--- src/rtl/intersection_scheduler_if.sv ---
//------------------------------------------------------------------------------
// intersection_scheduler_if : light type package and sensor/light bus for the
// intersection scheduler. Optional emerg signal under EMERGENCY_PREEMPT_EN.
// Revision: 1.0
//------------------------------------------------------------------------------
`default_nettype none

package intersection_scheduler_pkg;
  typedef enum logic [1:0] {
    GREEN  = 2'd0,
    YELLOW = 2'd1,
    RED    = 2'd2,
    LEFT   = 2'd3
  } traffic_light;
endpackage

interface intersection_scheduler_if #(
  parameter int CNT_W = 8
);
  logic ns_req;
  logic ew_req;
  logic ns_left_req;
  logic ew_left_req;
`ifdef EMERGENCY_PREEMPT_EN
  logic emerg;
`endif
  intersection_scheduler_pkg::traffic_light north;
  intersection_scheduler_pkg::traffic_light south;
  intersection_scheduler_pkg::traffic_light east;
  intersection_scheduler_pkg::traffic_light west;
  logic [CNT_W-1:0] phase_timer;

`ifdef EMERGENCY_PREEMPT_EN
  modport master (
    output ns_req, ew_req, ns_left_req, ew_left_req, emerg,
    input  north, south, east, west, phase_timer
  );
  modport slave (
    input  ns_req, ew_req, ns_left_req, ew_left_req, emerg,
    output north, south, east, west, phase_timer
  );
`else
  modport master (
    output ns_req, ew_req, ns_left_req, ew_left_req,
    input  north, south, east, west, phase_timer
  );
  modport slave (
    input  ns_req, ew_req, ns_left_req, ew_left_req,
    output north, south, east, west, phase_timer
  );
`endif
endinterface

`default_nettype wire

--- src/rtl/intersection_scheduler.sv ---
//------------------------------------------------------------------------------
// intersection_scheduler : four-way NS/EW phase scheduler with protected left,
// min/max green, yellow and all-red. Optional macro: EMERGENCY_PREEMPT_EN.
// Revision: 1.0
//------------------------------------------------------------------------------
`default_nettype none

module intersection_scheduler #(
  parameter int CNT_W     = 8,
  parameter int GREEN_MIN = 8,
  parameter int GREEN_MAX = 20,
  parameter int YELLOW_T  = 3,
  parameter int ALLRED_T  = 2,
  parameter int LEFT_T    = 4
) (
  input  logic                      clk,
  input  logic                      rst_n,
  intersection_scheduler_if.slave   bus
);
  import intersection_scheduler_pkg::*;

  localparam logic [2:0] c_ns_left   = 3'd0;
  localparam logic [2:0] c_ns_green  = 3'd1;
  localparam logic [2:0] c_ns_yellow = 3'd2;
  localparam logic [2:0] c_ns_clear  = 3'd3;
  localparam logic [2:0] c_ew_left   = 3'd4;
  localparam logic [2:0] c_ew_green  = 3'd5;
  localparam logic [2:0] c_ew_yellow = 3'd6;
  localparam logic [2:0] c_ew_clear  = 3'd7;

  localparam logic [CNT_W-1:0] c_gmin_end   = CNT_W'(GREEN_MIN - 1);
  localparam logic [CNT_W-1:0] c_gmax_end   = CNT_W'(GREEN_MAX - 1);
  localparam logic [CNT_W-1:0] c_yellow_end = CNT_W'(YELLOW_T - 1);
  localparam logic [CNT_W-1:0] c_allred_end = CNT_W'(ALLRED_T - 1);
  localparam logic [CNT_W-1:0] c_left_end   = CNT_W'(LEFT_T - 1);
  localparam logic [CNT_W-1:0] c_timer_max  = {CNT_W{1'b1}};

  logic [2:0]       state_q, state_d;
  logic [CNT_W-1:0] timer_q, timer_d;
  logic             ns_pend_q, ns_pend_d;
  logic             ew_pend_q, ew_pend_d;
  logic             ns_left_pend_q, ns_left_pend_d;
  logic             ew_left_pend_q, ew_left_pend_d;
  traffic_light     north_q, north_d;
  traffic_light     east_q, east_d;
  logic             emerg_w;

`ifdef EMERGENCY_PREEMPT_EN
  assign emerg_w = bus.emerg;
`else
  assign emerg_w = 1'b0;
`endif

  // Green exits need conflicting demand; continued own-direction demand holds
  // the green until the max-green point.
  always_comb begin
    state_d = state_q;
    case (state_q)
      c_ns_left: begin
        if (emerg_w)                      state_d = c_ns_yellow;
        else if (timer_q >= c_left_end)   state_d = c_ns_green;
      end
      c_ns_green: begin
        if (emerg_w)
          state_d = c_ns_yellow;
        else if (timer_q >= c_gmin_end && (ew_pend_q || ew_left_pend_q) &&
                 (!bus.ns_req || timer_q >= c_gmax_end))
          state_d = c_ns_yellow;
      end
      c_ns_yellow: begin
        if (timer_q >= c_yellow_end)      state_d = c_ns_clear;
      end
      c_ns_clear: begin
        if (timer_q >= c_allred_end && !emerg_w)
          state_d = ew_left_pend_q ? c_ew_left : c_ew_green;
      end
      c_ew_left: begin
        if (emerg_w)                      state_d = c_ew_yellow;
        else if (timer_q >= c_left_end)   state_d = c_ew_green;
      end
      c_ew_green: begin
        if (emerg_w)
          state_d = c_ew_yellow;
        else if (timer_q >= c_gmin_end && (ns_pend_q || ns_left_pend_q) &&
                 (!bus.ew_req || timer_q >= c_gmax_end))
          state_d = c_ew_yellow;
      end
      c_ew_yellow: begin
        if (timer_q >= c_yellow_end)      state_d = c_ew_clear;
      end
      c_ew_clear: begin
        if (timer_q >= c_allred_end && !emerg_w)
          state_d = ns_left_pend_q ? c_ns_left : c_ns_green;
      end
      default: state_d = c_ew_clear;
    endcase
  end

  always_comb begin
    timer_d = timer_q;
    if (state_d != state_q)
      timer_d = '0;
    else if (timer_q != c_timer_max)
      timer_d = timer_q + CNT_W'(1);
  end

  // A latch clears on the edge its phase is entered; that clear beats a
  // simultaneous sample because the request is being served.
  always_comb begin
    ns_left_pend_d = ns_left_pend_q | bus.ns_left_req;
    ns_pend_d      = ns_pend_q      | bus.ns_req;
    ew_left_pend_d = ew_left_pend_q | bus.ew_left_req;
    ew_pend_d      = ew_pend_q      | bus.ew_req;
    if (state_d == c_ns_left  && state_q != c_ns_left)  ns_left_pend_d = 1'b0;
    if (state_d == c_ns_green && state_q != c_ns_green) ns_pend_d      = 1'b0;
    if (state_d == c_ew_left  && state_q != c_ew_left)  ew_left_pend_d = 1'b0;
    if (state_d == c_ew_green && state_q != c_ew_green) ew_pend_d      = 1'b0;
  end

  always_comb begin
    north_d = RED;
    east_d  = RED;
    case (state_d)
      c_ns_left:   north_d = LEFT;
      c_ns_green:  north_d = GREEN;
      c_ns_yellow: north_d = YELLOW;
      c_ew_left:   east_d  = LEFT;
      c_ew_green:  east_d  = GREEN;
      c_ew_yellow: east_d  = YELLOW;
      default: begin
        north_d = RED;
        east_d  = RED;
      end
    endcase
  end

  always_ff @(posedge clk or negedge rst_n) begin
    if (!rst_n) begin
      state_q        <= c_ew_clear;
      timer_q        <= '0;
      ns_pend_q      <= 1'b0;
      ew_pend_q      <= 1'b0;
      ns_left_pend_q <= 1'b0;
      ew_left_pend_q <= 1'b0;
      north_q        <= RED;
      east_q         <= RED;
    end else begin
      state_q        <= state_d;
      timer_q        <= timer_d;
      ns_pend_q      <= ns_pend_d;
      ew_pend_q      <= ew_pend_d;
      ns_left_pend_q <= ns_left_pend_d;
      ew_left_pend_q <= ew_left_pend_d;
      north_q        <= north_d;
      east_q         <= east_d;
    end
  end

  // Opposing heads of an approach always show the same aspect.
  assign bus.north       = north_q;
  assign bus.south       = north_q;
  assign bus.east        = east_q;
  assign bus.west        = east_q;
  assign bus.phase_timer = timer_q;

endmodule

`default_nettype wire

--- src/flat_wrapper.sv ---
// flat-port wrapper written by rule: the top's interface ports become plain ports
module intersection_scheduler_flat import intersection_scheduler_pkg::*;
#(
  parameter int CNT_W     = 8,
  parameter int GREEN_MIN = 8,
  parameter int GREEN_MAX = 20,
  parameter int YELLOW_T  = 3,
  parameter int ALLRED_T  = 2,
  parameter int LEFT_T    = 4
)
  (clk, rst_n, bus_ns_req, bus_ew_req, bus_ns_left_req, bus_ew_left_req, bus_north, bus_south, bus_east, bus_west, bus_phase_timer);
  intersection_scheduler_if #(.CNT_W(CNT_W)) bus_i ();
  input  logic clk;
  input  logic rst_n;
  input wire logic [$bits(bus_i.ns_req)-1:0] bus_ns_req;
  input wire logic [$bits(bus_i.ew_req)-1:0] bus_ew_req;
  input wire logic [$bits(bus_i.ns_left_req)-1:0] bus_ns_left_req;
  input wire logic [$bits(bus_i.ew_left_req)-1:0] bus_ew_left_req;
  output wire logic [$bits(bus_i.north)-1:0] bus_north;
  output wire logic [$bits(bus_i.south)-1:0] bus_south;
  output wire logic [$bits(bus_i.east)-1:0] bus_east;
  output wire logic [$bits(bus_i.west)-1:0] bus_west;
  output wire logic [$bits(bus_i.phase_timer)-1:0] bus_phase_timer;
  assign bus_i.ns_req = bus_ns_req;
  assign bus_i.ew_req = bus_ew_req;
  assign bus_i.ns_left_req = bus_ns_left_req;
  assign bus_i.ew_left_req = bus_ew_left_req;
  assign bus_north = bus_i.north;
  assign bus_south = bus_i.south;
  assign bus_east = bus_i.east;
  assign bus_west = bus_i.west;
  assign bus_phase_timer = bus_i.phase_timer;
  intersection_scheduler #(.CNT_W(CNT_W), .GREEN_MIN(GREEN_MIN), .GREEN_MAX(GREEN_MAX), .YELLOW_T(YELLOW_T), .ALLRED_T(ALLRED_T), .LEFT_T(LEFT_T)) u_core (.clk(clk), .rst_n(rst_n), .bus(bus_i));
endmodule
--- config.mk ---
export PLATFORM = sky130hd
export DESIGN_NAME = intersection_scheduler_flat
export DESIGN_NICKNAME = d
export VERILOG_FILES = /design/src/rtl/intersection_scheduler_if.sv /design/src/rtl/intersection_scheduler.sv /design/src/flat_wrapper.sv
export SDC_FILE = /design/constraint.sdc
export NUM_CORES = 1
export LEC_CHECK = 0
export ABC_AREA = 1
export ABC_CLOCK_PERIOD_IN_PS = 2090
export BUFFER_PORTS_ARGS = -buffer_cell sky130_fd_sc_hd__buf_2
export CORE_MARGIN = 4
export CORE_UTILIZATION = 40
export CTS_BUF_LIST = sky130_fd_sc_hd__clkbuf_8
export DETAILED_ROUTE_END_ITERATION = 6
export PLACE_DENSITY = 0.58
export SLEW_MARGIN = 20
export SYNTH_ARGS = -nofsm -noshare
export SYNTH_HDL_FRONTEND = slang
export SYNTH_SLANG_ARGS = --single-unit
--- constraint.sdc ---
create_clock -name clk -period 2.09 [get_ports clk]
set_input_delay 0.3135 -clock clk [delete_from_list [all_inputs] [get_ports clk]]
set_output_delay 0.3135 -clock clk [all_outputs]
set_load 0.005 [all_outputs]
==> results by group <==
Outcome
  – Outcome: finished, violations left
  – Failing checks: hold timing

Synthesis
  – Area contributors post-synth: dfrtp_1, dfstp_2, nand2_1, nor2_1, inv_1
  – Synth warnings: 0
  – Syn Area/Cell: 7.281 µm²
  – Distinct cells, synth: 23
  – Yosys top cell by area: dfrtp_1
  – Syn nets: between 150 and 200
  – #FFs+latches synth: 19
  – Cells after Synth: around 170
  – Yosys top cell area share: roughly 29%
  – Mapped Area: roughly 1200 µm²
  – Sequential-to-total area share from yosys stat: between 30% and 40%

Floorplanning
  – I/O pin cnt: 22
  – Die width: 62.97 µm
  – Core area: roughly 2800 µm²
  – Die area: 3965 µm²
  – Starting Density: 42.72%
  – Rows: 19
  – Die height: 62.97 µm

Route
  – Vias: 1,040
  – DRC viols: 0
  – Via density: between 4 and 5
  – Average wire per standard cell: ~12 µm
  – Final wirelength: 2524 µm
  – Final ANT Viol Nets: 0
  – DR pass1 iterations: 4
  – Initial DRC Count: 18

CTS
  – # hold bufs at CTS: 0
  – Clk slew on worst S/H paths: about 0.08 ns
  – Clock Tree Buf Depth: 2
  – Clock root buffer master: clkbuf_8
  – Clk_lat worst skew: ~0.25 ns
  – TritonCTS clock tree: yes
  – Num CTS Buffers: 3
  – CTS Sinks: 19
  – H-tree Lvls: 1

STA
  – Period Utilization, post-route: about nine tenths
  – Final Critical Period: between 1.5 and 2 ns
  – Rel. slew slack: around 69%
  – Final hold slack: -0.005938 ns
  – Max Slew Vio Count: 0
  – Final setup fails: 0
  – Tightest Pin Transition: around 0.45 ns
  – Final Hold Fails: 14
  – Clock skew: ~0.0008 ns
  – Fmax: between 0.5 and 0.6 GHz

Global routing
  – Vias in the first global route: ~1,000
  – First-pass GRT wire length: about 4500 µm
  – GRT Util Overall: a little over an eighth
  – Largest net degree at the start of global routing: 20
  – Grt ovf: 0
  – Initial antenna violation count: 0

Power and ir drop
  – Leakage: between 0.0007 and 0.0008 µW
  – Peak VDD IR: about 0.00054 V
  – Pwr dens: ~1300 nW/µm²

Placement
  – Final HPWL DP: slightly below 2000 µm
  – PortBufs: 21
  – DP Area: 1323 µm²
  – GP Congestion: 0.8961

Worst setup path
  – Startpoint types: register
  – Critical R2R Launch: u_core.bus.phase_timer[1]
  – Critical Path RT: roughly 2.3 ns
  – Crit end category: register
  – R2R setup slack: between 0.2 and 0.25 ns
  – Worst r2r dst: u_core.ew_pend_q
  – CP max FO: 7
  – Critical path type: register to register
  – Arrival time worst endpoint: approximately 2.0 ns
  – Worst r2r path cells: 13

Layout
  – Nets@finish: 199
  – Area grow syn2layout: 14.91%
  – Design Area, Final: about 1400 µm²
  – Layout Utilization: approximately 49%
  – Layout cell share with drive strength beyond 1: approximately a quarter
  – # diodes: 0

Min path
  – HP Class: input port to asynchronous set/reset pin

Job
  – Max Cap Viol: 0
[logic make-up after synthesis]
family          share of synthesized area [%]
xor+xnor                                2.796
fa+ha+maj                               5.176
simple gates                            35.82
buf+inv                                 10.87
compound gates                          5.486
flops                                   39.86
[registers in the layout, indices dropped and copies added (netlist names)]
signal                  flops
u_core.bus.east             2
u_core.bus.north            2
u_core.bus.phase_timer      8
u_core.ew_left_pend_q       1
u_core.ew_pend_q            1
u_core.ns_left_pend_q       1
u_core.ns_pend_q            1
u_core.state_q              3
[cell usage after synthesis]
cell type	number
a21oi_1	1
buf_4	4
clkinv_1	1
dfrtp_1	14
dfstp_2	5
ha_1	5
inv_1	25
inv_2	1
nand2_1	34
nand2_2	3
nand3_1	14
nand3_2	3
nand3b_1	2
nand4_1	1
nor2_1	33
nor2_2	2
nor3_1	2
nor4_1	1
o21ai_0	9
o21ai_4	1
or2_2	2
xor2_1	2
xor2_2	1
[layer usage]
metal	wire length, µm	GRT usage, %
met4	25	3.857
met3	115	3.237
met2	1113	21.21
met5	0	0
met1	1271	18.68
[layout make-up]
class,instances,area (µm²)
clock buffers,3,41.29
inverters,27,101.3
well taps,31,38.79
clock inverters,1,5.005
flip-flops and latches,19,483.0
repair buffers,21,105.1
multi-input cells,116,614.3
fillers,280,1440
[worst max path at each step]
stage                                         start                   endpoint  slack [ns]  cells past startpoint
final                     u_core.bus.phase_timer[1]           u_core.ew_pend_q        0.21                     13
after global routing      u_core.bus.phase_timer[0]           u_core.ew_pend_q       -0.02                     12
after CTS                 u_core.bus.phase_timer[1]           u_core.ew_pend_q        0.09                     13
after detailed placement  u_core.bus.phase_timer[1]           u_core.ew_pend_q        0.11                     13
after global placement    u_core.bus.phase_timer[1]           u_core.ew_pend_q        0.14                     13
after floorplan           u_core.bus.phase_timer[0]  u_core.bus.phase_timer[2]        0.37                     10
[cells in the final DEF, fill, tap and decap left out]
cell and instances:
a21oi_1 1, buf_2 21, clkbuf_8 3, clkinv_1 1, clkinv_2 1, dfrtp_1 13
dfrtp_2 1, dfstp_2 5, ha_1 5, inv_1 25, inv_2 1, nand2_1 34
nand2_2 3, nand3_1 14, nand3_2 2, nand3_4 1, nand3b_1 2, nand4_1 1
nor2_1 33, nor2_2 2, nor3_1 2, nor4_1 1, o21ai_0 9, o21ai_4 1
or2_2 2, xor2_1 2, xor2_4 1
[through the flow]
| step | cells | power (µW) | setup TNS (ns) | setup WS (ns) |
|---|---|---|---|---|
| after floorplan | 166 | 1333 | 0 | 0.3713 |
| after global placement | 214 | 1545 | 0 | 0.1378 |
| after detailed placement | 214 | 1565 | 0 | 0.1081 |
| after CTS | 218 | 1829 | 0 | 0.09360 |
| after global routing | 218 | 2062 | -0.02446 | -0.02446 |
| final | 218 | 1846 | 0 | 0.2081 |
[timing repair]
action                     4_1_cts  5_1_grt
buffers inserted                 0        0
setup endpoints to repair        0        9
gates resized for setup          0        3
[critical path, stage by stage, from the launching register on]
cell and delay [ns]:
dfrtp_2 0.42, inv_1 0.10, ha_1 0.19, inv_1 0.05
nand2_1 0.04, nor2_1 0.12, nand2_2 0.08, nand2_1 0.18
xor2_4 0.25, inv_2 0.09, nor2_1 0.10, nand2_1 0.06
nand2_1 0.06, inv_1 0.04
[report_power, final]
part / internal (µW) / leakage (µW) / total, µW / switching [µW]
combinational: 358 / 0.000478 / 971 / 612
sequential: 514 / 0.000227 / 614 / 99.7
clock: 133 / 0.0000255 / 261 / 129
Power figures use the tool's default switching activity.
